--- config.mk ---
export PLATFORM = sky130hd
export DESIGN_NAME = pi_math_unit
export DESIGN_NICKNAME = d
export VERILOG_FILES = /design/src/rtl/pi_math_unit.sv
export SDC_FILE = /design/constraint.sdc
export NUM_CORES = 1
export LEC_CHECK = 0
export CAP_MARGIN = 30
export CORE_AREA = 3 3 121 210
export CTS_BUF_LIST = sky130_fd_sc_hd__clkbuf_8
export CTS_CLUSTER_DIAMETER = 60
export CTS_CLUSTER_SIZE = 10
export DETAILED_ROUTE_END_ITERATION = 16
export DIE_AREA = 0 0 124 213
export GPL_TIMING_DRIVEN = 0
export PLACE_DENSITY = 0.45
export RECOVER_POWER = 100
export SYNTH_ARGS = -nofsm -noshare
export SYNTH_HDL_FRONTEND = slang
export SYNTH_SLANG_ARGS = --single-unit
--- constraint.sdc ---
create_clock -name clk -period 5 [get_ports clk]
set_clock_uncertainty 0.1 [all_clocks]
set_input_delay 1 -clock clk [delete_from_list [all_inputs] [get_ports clk]]
set_output_delay 1 -clock clk [all_outputs]
set_load 0.02 [all_outputs]
--- src/rtl/pi_math_unit.sv ---
// Sequential math unit for the PI controller: single-cycle signed add/sub with optional
// clamp, and an iterative shift-add fixed-point multiply behind a start/busy/done handshake.
module pi_math_unit #(
    parameter int DW   = 16,
    parameter int SATW = 12,
    parameter int FRAC = 12
) (
    input  logic          clk,
    input  logic          rst,
    input  logic          start,
    input  logic [1:0]    op,
    input  logic [1:0]    scale,
    input  logic          saturate,
    input  logic [DW-1:0] src1,
    input  logic [DW-1:0] src0,
    output logic          busy,
    output logic          done,
    output logic [DW-1:0] dst,
    output logic          ovf
);
    localparam int CW = $clog2(DW);
    localparam logic signed [DW-1:0]   ADD_MAX = DW'((1 << (SATW - 1)) - 1);
    localparam logic signed [DW-1:0]   ADD_MIN = ~ADD_MAX;
    localparam logic signed [2*DW-1:0] MUL_MAX = (2*DW)'((1 << (DW - 2)) - 1);
    localparam logic signed [2*DW-1:0] MUL_MIN = ~MUL_MAX;

    typedef enum logic [1:0] {IDLE, MUL, FIN} state_t;

    function automatic logic [DW-1:0] prescale(input logic [DW-1:0] v, input logic [1:0] sc);
        case (sc)
            2'b00:   return v;
            2'b01:   return v << 1;
            default: return v << 2;
        endcase
    endfunction

    function automatic logic [DW-1:0] magnitude(input logic [DW-1:0] v);
        return v[DW-1] ? -v : v;
    endfunction

    // Returns {ovf, value}.
    function automatic logic [DW:0] clamp_addsub(input logic signed [DW-1:0] raw, input logic sat);
        if (sat && raw > ADD_MAX) return {1'b1, ADD_MAX};
        if (sat && raw < ADD_MIN) return {1'b1, ADD_MIN};
        return {1'b0, raw};
    endfunction

    // Restores the sign, drops FRAC bits (floor) and clamps to the DW-1 bit signed range.
    function automatic logic [DW:0] finish_mul(input logic [2*DW-1:0] prod, input logic neg);
        logic signed [2*DW-1:0] p;
        p = neg ? -prod : prod;
        p = p >>> FRAC;
        if (p > MUL_MAX) return {1'b1, MUL_MAX[DW-1:0]};
        if (p < MUL_MIN) return {1'b1, MUL_MIN[DW-1:0]};
        return {1'b0, p[DW-1:0]};
    endfunction

    state_t               state, state_nxt;
    logic [CW-1:0]        cnt;
    logic [2*DW-1:0]      acc;
    logic [DW-1:0]        mcand;
    logic [DW-1:0]        mplier;
    logic                 neg;
    logic [DW-1:0]        s0;
    logic signed [DW-1:0] raw;
    logic [DW:0]          addsub_res;
    logic [DW:0]          mul_res;

    assign s0         = prescale(src0, scale);
    assign raw        = (op == 2'b01) ? src1 - s0 : src1 + s0;
    assign addsub_res = clamp_addsub(raw, saturate);
    assign mul_res    = finish_mul(acc, neg);
    assign busy       = (state != IDLE);

    always_ff @(posedge clk) begin
        if (rst) state <= IDLE;
        else     state <= state_nxt;
    end

    always_comb begin
        state_nxt = state;
        case (state)
            IDLE:    if (start && op == 2'b10) state_nxt = MUL;
            MUL:     if (cnt == '0) state_nxt = FIN;
            FIN:     state_nxt = IDLE;
            default: state_nxt = IDLE;
        endcase
    end

    always_ff @(posedge clk) begin
        if (rst) begin
            dst  <= '0;
            ovf  <= 1'b0;
            done <= 1'b0;
            acc  <= '0;
            cnt  <= '0;
        end else begin
            done <= 1'b0;
            case (state)
                IDLE: begin
                    if (start) begin
                        if (op == 2'b10) begin
                            mcand  <= magnitude(s0);
                            mplier <= magnitude(src1);
                            neg    <= s0[DW-1] ^ src1[DW-1];
                            acc    <= '0;
                            cnt    <= CW'(DW - 1);
                        end else begin
                            {ovf, dst} <= addsub_res;
                            done       <= 1'b1;
                        end
                    end
                end
                // Multiplier bits consumed MSB first: acc = 2*acc + bit*mcand.
                MUL: begin
                    acc <= (acc << 1) + (mplier[cnt] ? {{DW{1'b0}}, mcand} : '0);
                    cnt <= cnt - CW'(1);
                end
                FIN: begin
                    {ovf, dst} <= mul_res;
                    done       <= 1'b1;
                end
                default: ;
            endcase
        end
    end
endmodule
==> flow_summary.toml, run 1 <==
[routing]
wl_per_cell_um = 17.85
dr_total_vias = 6378
drc = 0
drt.antenna.violating_nets = 0
viasPerCell = 5.131
drt-total-wl_um = 22180
drt_iter0_markers = 272
detail_route.first_pass.iterations = 4

[timing]
fmax_mhz = 207.3
slew_headroom = 0.3515
period_minus_slack_ns = 4.825
finalSetupViolations = 0
final-hold-violation-count = 0
period_share = 0.9649
worstMarginPinSlew_ns = 0.9625
report.final.slew_viol_count = 0
totalNegativeSetupSlack_ns = 0

[floorplan]
dieWidth_um = 124
row_count = 75
core_um2 = 24020
die_area_um2 = 26410
start_util = 0.2944
ios = 59
die_h_um = 213

[power]
p_int_mw = 1.522
power.share.clock = 0.236
seqPwrFrac = 0.348
switching_share = 0.3639
p_switching_uw = 870.9
p_leak_nw = 3.364
power_density_nw_per_um2 = 272.6
combinationalPowerShare = 0.416
peakVddDrop_v = 0.0001113

[placed_design]
routabilityCongestion = 0.8525
placedCellCount = 1208
portBuffers = 56
place.detailed.hpwl_um = 17860

[yosys]
synthTopCellsByArea = "dfxtp_1 16%, edfxtp_1 14%, xnor2_1 7.6%, ha_1 5.8%, nand2_1 4.7%"
ys_warn_count = 0
synthFlopType = "dfxtp_1"
yosysMostFrequentCell = "nand2_1"
ys_ff_latch = 89
syn-cell-area_um2 = 7073
netlist_instances = 843
ys_types = 77
synthesis.nets = 918
postSynthAreaPerCell_um2 = 8.390
synth_edf_count = 33
yosysSeqAreaShare = 0.2986
yosysTopAreaCellShare = 0.1585
synth_top_area_cell = "dfxtp_1"
async_flop_share = 0
synth_common_cells = "89 x nand2_1, 68 x nor2_1, 61 x xnor2_1, 56 x dfxtp_1, 54 x a21oi_1"

[clocking]
clkTransAtPathRegs_ns = 0.09
cts_buffers = 9
cts_tree = "yes"
ctsHoldBuffers = 0
clock_latency_ns = 0.41
htreeDepth = 3
cts_root_buf = "clkbuf_8"
clock_path_buffers = 2
cts.sinks = 89

[setup_path]
r2r-end = "acc[19]"
reg2reg_from = "cnt[0]"
endpoint = "dst[2]"
required_ns = 5.21
startpoint = "scale[1]"
reg2reg_slack_ns = 0.32
worstPathMaxFanout = 10
endpoint_kind = "flop"
crit_type = "in2reg"
crit_path_start_kind = "input port"
reg2reg_depth = 16
cp.arrival_ns = 5.03

[final_layout]
fin_nets = 1005
n_antenna_cell = 0
finish.cell_count_without_fillers = 1243
area_growth_pct = 24.13
utilization = 0.3655
drive_gt1_frac = 0.1433
fillers = 2598

[global_routing]
grt_usage = 0.1742
grt_pass1_vias = 6523
overflow = 0
grt_pass1_wl_um = 34870
grt_max_degree = 18
antenna_found_initial = 0

[worst_hold_path]
hold_path.class = "reg2reg"
min_from = "dst[9]"

[job]
cap_violations = 0

[status]
status = "complete, no violations"
-- final cells by class --
class                      instances  area (µm²)  share of cell area
tap                              308       385.4             0.04389
timing repair buffer              79       759.5             0.08650
buffer                            46       261.5             0.02978
clock buffer                       9       123.9             0.01411
clock inverter                     7       86.33            0.009833
inverter                          24       92.59             0.01055
multi-input combinational        681        4954              0.5642
sequential                        89        2117              0.2411
-- stage by stage --
step	worst slack (ns)	hold slack [ns]	area, µm²	power [mW]
3_3_place_gp	-1.446	0.3658	8084	1.758
5_1_grt	-0.01327	0.4167	8780	2.545
4_1_cts	-0.007610	0.3913	8521	2.376
6_report	0.1754	0.3815	8780	2.393
2_1_floorplan	0.01742	0.3541	7138	1.475
3_5_place_dp	-1.410	0.3633	8112	1.759
-- worst min-delay path by stage --
stage | to | slack [ns] | cells past startpoint
after global placement | ovf | 0.37 | 1
after CTS | dst[9] | 0.39 | 1
final | dst[9] | 0.38 | 1
after floorplan | acc[11] | 0.35 | 2
after detailed placement | dst[9] | 0.36 | 1
after global routing | dst[9] | 0.42 | 1
-- flip-flops by register name (all words and copies together), names as in the netlist --
name,flops
ovf,1
dst,16
cnt,4
acc,32
neg,1
done,1
mplier,16
mcand,16
state,2
-- kinds of logic after synthesis --
kind of cell | after synthesis | share of synthesized area
XOR/XNOR | 85 | 0.1074
buffers and inverters | 73 | 0.04475
multiplexers | 30 | 0.05236
adder cells (fa/ha/maj) | 35 | 0.06404
flip-flops | 89 | 0.2986
AO/OA/AOI/OAI | 223 | 0.2156
AND/OR/NAND/NOR | 308 | 0.2172
-- layer usage --
layer / track usage / vias to the layer above / wire length (µm)
li1: - / 3223 / -
met4: 0.06846 / 0 / 672
met1: 0.1772 / 3033 / 8092
met2: 0.3452 / 87 / 12920
met5: 0 / - / 0
met3: 0.02465 / 35 / 497
-- power by group through the flow --
stage                     Clock, mW  Sequential (mW)  Combinational, mW
final                         0.565            0.833              0.995
after detailed placement          0            0.844              0.915
after global routing          0.612            0.838               1.10
after floorplan                   0            0.861              0.614
after CTS                     0.583            0.835              0.958
after global placement            0            0.844              0.913
-- worst max-delay path: stages --
cell and delay [ns]:
buf_6 0.12, buf_8 0.12, buf_8 0.14, clkbuf_8 0.16, nor2_1 0.09, and2_4 0.17, inv_1 0.06, ha_4 0.17
and3_4 0.16, and3_1 0.18, nor2_1 0.16, xor2_2 0.22, ha_2 0.35, a21oi_1 0.13, nor2_1 0.07, a211oi_2 0.19
buf_4 0.16, a21oi_2 0.07, or3_4 0.34, a21o_1 0.20, o211ai_4 0.22, buf_6 0.16, o311ai_0 0.12, a22o_1 0.24
-- cell usage in the layout (no fill, tap or decap), types with 8 or more instances in the layout --
| cell type | synthesis | layout |
|---|---|---|
| a21o_1 | 13 | 13 |
| a21oi_1 | 54 | 47 |
| a21oi_2 | 1 | 8 |
| a22o_1 | 13 | 13 |
| a22oi_1 | 11 | 11 |
| and2_1 | 23 | 21 |
| and3_1 | 11 | 9 |
| buf_4 | 1 | 21 |
| clkbuf_1 | 36 | 30 |
| clkbuf_8 | 0 | 10 |
| clkdlybuf4s50_1 | 0 | 29 |
| dfxtp_1 | 56 | 54 |
| dlygate4sd3_1 | 0 | 23 |
| edfxtp_1 | 33 | 33 |
| ha_1 | 33 | 28 |
| inv_1 | 24 | 24 |
| mux2i_1 | 21 | 21 |
| nand2_1 | 89 | 88 |
| nand2b_1 | 12 | 12 |
| nand3_1 | 26 | 23 |
| nor2_1 | 68 | 67 |
| nor3_1 | 20 | 20 |
| nor4_1 | 11 | 11 |
| o21ai_0 | 46 | 44 |
| o21ai_1 | 6 | 8 |
| or3_1 | 10 | 8 |
| xnor2_1 | 61 | 57 |
| xor2_1 | 22 | 20 |
-- timing repair --
item	CTS	global route
gates resized for setup	30	41
pin swaps	8	18
setup buffers	7	14
cloned	0	1
setup endpoints to repair	38	34
No activity file was read; power rests on OpenSTA's default activity.
==> inputs of run 2 (changes only) <==
- PLACE_DENSITY: 0.45 -> unset
==> run 2 against run 1 <==
Compared with the run above: worst hold slack better by 0.0063 ns; largest cell class unchanged; setup slack lost 0.046 ns; final cell count shrank 0.24%; clock power decreased by 8.7%; power is 2.5% lower; register-to-register slack about the same; combinational power decreased by 1%; non-clock buffer count down 3; sequential power about the same; utilization is 0.27 points lower; wire length down 6.0%; die area stayed put; largest power group unchanged.
==> flow_summary.toml, run 2 (synthesis results as in run 1) <==
[final_layout]
registers.top_by_ff_count = "acc"
ff_latch_area_um2 = 2116
final_cell_mix = "88 x nand2_1, 66 x nor2_1, 57 x xnor2_1"
final_common_cell = "nand2_1"
area_growth_pct = 23.21
largest_reg_flops = 32
n_antenna_cell = 0
final_cell_area_um2 = 8715
drive_gt1_frac = 0.1384
fin_nets = 1002
multi_input_comb_area_um2 = 4945
fillers = 2515

[setup_path]
reg2reg_from = "cnt[0]"
required_ns = 5.19
slowest_stage = "clkdlybuf4s50_1"
endpoint = "dst[10]"
reg2reg_depth = 16
crit_top_cell = "nor2_1"
cp.arrival_ns = 5.06
crit_chain = "clkdlybuf4s50_1 > mux2i_1 > o21ai_2 > nor2_1 > and3_4 > nor2_1 > xor2_1 > ha_1 > clkbuf_4 > nand2_1 > nor2_1 > a211oi_2 > a21oi_2 > or3_1 > a21o_1 > o211ai_4 > buf_6 > o211ai_1 > a22o_1"
crit_family = "compound AO/OA/AOI/OAI gates"
worstPathMaxFanout = 8
crit_type = "in2reg"
slowest_delay_ns = 0.58
crit_cells = 19
r2r-end = "acc[31]"
reg2reg_slack_ns = 0.31
endpoint_kind = "flop"
critPathBufInv = 3
startpoint = "src0[6]"
crit_path_start_kind = "input port"

[routing]
detail_route.first_pass.iterations = 5
drt-total-wl_um = 20840
drt.antenna.violating_nets = 0
dr_total_vias = 6493
wl_per_cell_um = 16.81
drt_iter0_markers = 225
viasPerCell = 5.236
drc = 0

[floorplan]
die_area_um2 = 26410
core_um2 = 24020
ios = 59
dieWidth_um = 124
row_count = 75
start_util = 0.2944
die_h_um = 213

[global_routing]
grt_max_degree = 22
antenna_found_initial = 0
gr-usage-met1 = 0.1622
use_met3 = 0.01511
grt_usage = 0.1627
overflow = 0
grt_pass1_vias = 6629
grt-busiest-layer = "met2"
use_met2 = 0.3254
grt_pass1_wl_um = 33770

[clocking]
clock_latency_ns = 0.39
cts.sinks = 89
cts_buffers = 9
clkTransAtPathRegs_ns = 0.09
cts_root_buf = "clkbuf_8"
cts_tree = "yes"
clock_path_buffers = 2
htreeDepth = 3

[timing]
fin_ws_ns = 0.1297
fmax_mhz = 205.3
period_share = 0.9741
worstMarginPinSlew_ns = 1.165
report.final.slew_viol_count = 0
whs_ns = 0.3878
period_minus_slack_ns = 4.870
final-hold-violation-count = 0
slew_headroom = 0.2232
finalSetupViolations = 0

[worst_hold_path]
hold_path.class = "reg2reg"

[status]
status = "complete, no violations"

[placed_design]
routabilityCongestion = 0.8754
place.detailed.hpwl_um = 16580
placed_area_um2 = 8112
pre_cts_ws_ns = -1.312
portBuffers = 56

[job]
cap_violations = 0

[power]
peakVddDrop_v = 0.0001079
p_total_mw = 2.334
power_density_nw_per_um2 = 267.8
p_leak_nw = 3.342
## run 2: worst reg2reg max path, delay by kind of cell, from the launching register on
kind / cells / cell delay [ns]
flops: 1 / 0.44
mux: 2 / 1.13
compound gates: 5 / 1.04
simple gates: 4 / 0.62
fa+ha+maj: 2 / 0.62
xor+xnor: 1 / 0.18
buf+inv: 2 / 0.43
## run 2: final cells by class
cell class                 count  share of cell area
buffer                        47             0.03116
clock buffer                   9             0.01421
clock inverter                 7            0.008184
inverter                      24             0.01062
multi-input combinational    681              0.5674
sequential                    89              0.2428
tap                          308             0.04422
timing repair buffer          75             0.08141
## run 2: timing repair
action / 4_1_cts / 5_1_grt
setup buffers: 8 / 9
cloned: 0 / 1
pin swaps: 5 / 12
hold buffers: 0 / 0
gates resized for setup: 27 / 47
setup endpoints to repair: 37 / 35
## run 2: routing by layer
| metal | share of wire | vias to the layer above | wire (µm) |
|---|---|---|---|
| met4 | 0.044 | 0 | 921 |
| met3 | 0.024 | 49 | 499 |
| li1 | - | 3228 | - |
| met1 | 0.36 | 3087 | 7430 |
| met2 | 0.58 | 129 | 11990 |
| met5 | 0 | - | 0 |
## run 2: metrics by stage
stage | utilization | TNS [ns] | instances
CTS | 0.3529 | -0.1283 | 1231
global route | 0.3628 | -0.4578 | 1240
finish | 0.3628 | 0 | 1240
floorplan | - | 0 | 843
global placement | 0.3365 | -24.91 | 1207
detailed placement | 0.3377 | -26.20 | 1208
## run 2: worst min path at each step
stage                       start      end  slack (ns)  depth (start not counted)
after floorplan           acc[11]  acc[11]        0.35                          2
after global placement        ovf      ovf        0.37                          1
after detailed placement   dst[6]   dst[6]        0.37                          1
after CTS                  dst[6]   dst[6]        0.40                          1
after global routing       dst[6]   dst[6]        0.40                          1
final                      dst[6]   dst[6]        0.39                          1
## run 2: power breakdown
group          switching [mW]  internal [mW]
clock                   0.285          0.231
combinational           0.550          0.435
sequential             0.0349          0.797
==> inputs of run 3 (changes only) <==
- PLACE_DENSITY: unset -> 0.53
==> run 3 against run 2 <==
Compared with the run above: power increased by 1.2%; combinational power hardly changed; non-clock buffer count fell by 7; register-to-register slack worse by 0.07 ns; first-iteration DRC count is 4.4% lower; global-route usage rose by 0.40 points; final cell count shrank 0.56%; count of clock-buffer cells in the layout stayed put; via count shrank 3.1%; sequential share of layout area increased by 0.25 points; die area unchanged.
==> flow_summary.toml, run 3 (synthesis results as in run 1) <==
[clocking]
clock_path_buffers = 2
cts_tree = "yes"
clock_latency_ns = 0.41
htreeDepth = 3
clkTransAtPathRegs_ns = 0.10
cts_buffers = 9
cts.sinks = 89
cts_root_buf = "clkbuf_8"

[global_routing]
antenna_found_initial = 0
use_met3 = 0.02226
gr-usage-met1 = 0.1617
grt-busiest-layer = "met2"
use_met2 = 0.3383
grt_pass1_vias = 6427
grt_max_degree = 18
overflow = 0
grt_usage = 0.1667
grt_pass1_wl_um = 33790

[routing]
viasPerCell = 5.103
drt-total-wl_um = 21460
drc = 0
drt_iter0_markers = 215
dr_total_vias = 6292
detail_route.first_pass.iterations = 4
drt.antenna.violating_nets = 0
wl_per_cell_um = 17.40

[placed_design]
portBuffers = 56
place.detailed.hpwl_um = 17260
routabilityCongestion = 0.8434
placed_area_um2 = 8112
pre_cts_ws_ns = -1.342
placedCellCount = 1208

[floorplan]
dieWidth_um = 124
start_util = 0.2944
ios = 59
core_um2 = 24020
row_count = 75
die_area_um2 = 26410
die_h_um = 213

[setup_path]
crit_family = "simple AND/OR/NAND/NOR gates"
slowest_delay_ns = 0.56
cp.arrival_ns = 5.07
required_ns = 5.20
crit_chain = "clkdlybuf4s50_1 > mux2i_1 > or2_4 > ha_4 > and3_4 > and3_4 > nor2_1 > xor2_1 > ha_1 > clkbuf_4 > nand2_1 > nor2_1 > a211oi_2 > buf_4 > a21oi_4 > or3_4 > a21o_1 > o211ai_4 > buf_4 > o211ai_2 > a22o_1"
crit_type = "in2reg"
crit_path_start_kind = "input port"
worstPathMaxFanout = 8
reg2reg_slack_ns = 0.24
endpoint_kind = "flop"
slowest_stage = "clkdlybuf4s50_1"
critPathBufInv = 4

[status]
status = "complete, no violations"

[final_layout]
n_antenna_cell = 0
largest_reg_flops = 32
registers.top_by_ff_count = "acc"
finish.cell_count_without_fillers = 1233
fillers = 2535
drive_gt1_frac = 0.1232
final_cell_mix = "87 x nand2_1, 67 x nor2_1, 57 x xnor2_1"
final_common_cell = "nand2_1"
fin_nets = 995
final_cell_area_um2 = 8626
area_growth_pct = 21.95

[power]
peakVddDrop_v = 0.0001240
power_density_nw_per_um2 = 273.9
p_leak_nw = 3.274

[timing]
finalSetupViolations = 0
fmax_mhz = 205.5
report.final.slew_viol_count = 0
final-hold-violation-count = 0
period_minus_slack_ns = 4.866
worstMarginPinSlew_ns = 1.021
fin_ws_ns = 0.1338
period_share = 0.9732
slew_headroom = 0.3120

[worst_hold_path]
hold_path.class = "reg2reg"

[job]
cap_violations = 0
## run 3: changes by cell type in the layout (fill, tap and decap cells not counted), sizes merged
cell and change:
dlymetal6s2s -2, clkdlybuf4s15 +1, clkinvlp +2, buf -5
clkdlybuf4s50 +3, dlygate4sd3 -1, clkbuf -3, clkinv -2
## run 3: power by group
part           leakage, nW  switching (mW)  internal (mW)
combinational         2.42           0.551          0.432
sequential           0.753          0.0344          0.797
clock               0.0977           0.311          0.236
total                 3.27           0.897           1.47
## run 3: worst reg2reg max path: stages, from the launching register on
cell and delay (ns):
dfxtp_4 0.44, mux4_2 0.54, mux4_2 0.58, clkbuf_1 0.21, and2_1 0.19, ha_1 0.21
a21o_1 0.19, a21oi_1 0.22, o21bai_1 0.10, a21oi_1 0.26, o21ai_0 0.25, a211oi_2 0.48
o21ai_0 0.31, clkbuf_2 0.31, nand3b_1 0.21, nand3_1 0.10
## run 3: layout make-up
cell class | instances | area (µm²) | share of cell area
clock inverters | 7 | 78.83 | 0.009138
multi-input cells | 681 | 4901 | 0.5682
plain buffers | 46 | 257.7 | 0.02988
inverters | 24 | 92.59 | 0.01073
flip-flops and latches | 89 | 2116 | 0.2453
well taps | 308 | 385.4 | 0.04468
repair buffers | 69 | 670.6 | 0.07775
clock buffers | 9 | 123.9 | 0.01436
## run 3: through the flow
step | power [mW] | hold WS [ns] | setup TNS, ns | utilization
after global routing | 2.487 | 0.4215 | -0.01666 | 0.3591
after detailed placement | 1.758 | 0.3745 | -27.97 | 0.3377
after global placement | 1.752 | 0.3697 | -28.14 | 0.3365
after CTS | 2.355 | 0.3991 | -0.008679 | 0.3533
final | 2.362 | 0.3902 | 0 | 0.3591
after floorplan | 1.475 | 0.3541 | 0 | -
## run 3: what timing repair did
item                                    in CTS  in global routing
gates cloned                                 0                  2
pin swaps                                    8                 13
resized for setup                           28                 31
hold buffers                                 0                  0
endpoints found under the setup margin      37                 34
buffers inserted                             6                  4
## run 3: worst paths after layout
kind	start	endpoint	depth (start not counted)
min	dst[5]	dst[5]	1
min reg2reg	dst[5]	dst[5]	1
max	src0[0]	dst[9]	21
max reg2reg	cnt[0]	acc[18]	15
## run 3: per-layer routing
layer / up-vias / part of all wire / routed length, µm
met4: 0 / 0.034 / 722
met3: 33 / 0.019 / 403
met1: 2958 / 0.36 / 7784
met2: 88 / 0.58 / 12550
li1: 3213 / - / -
met5: - / 0 / 0
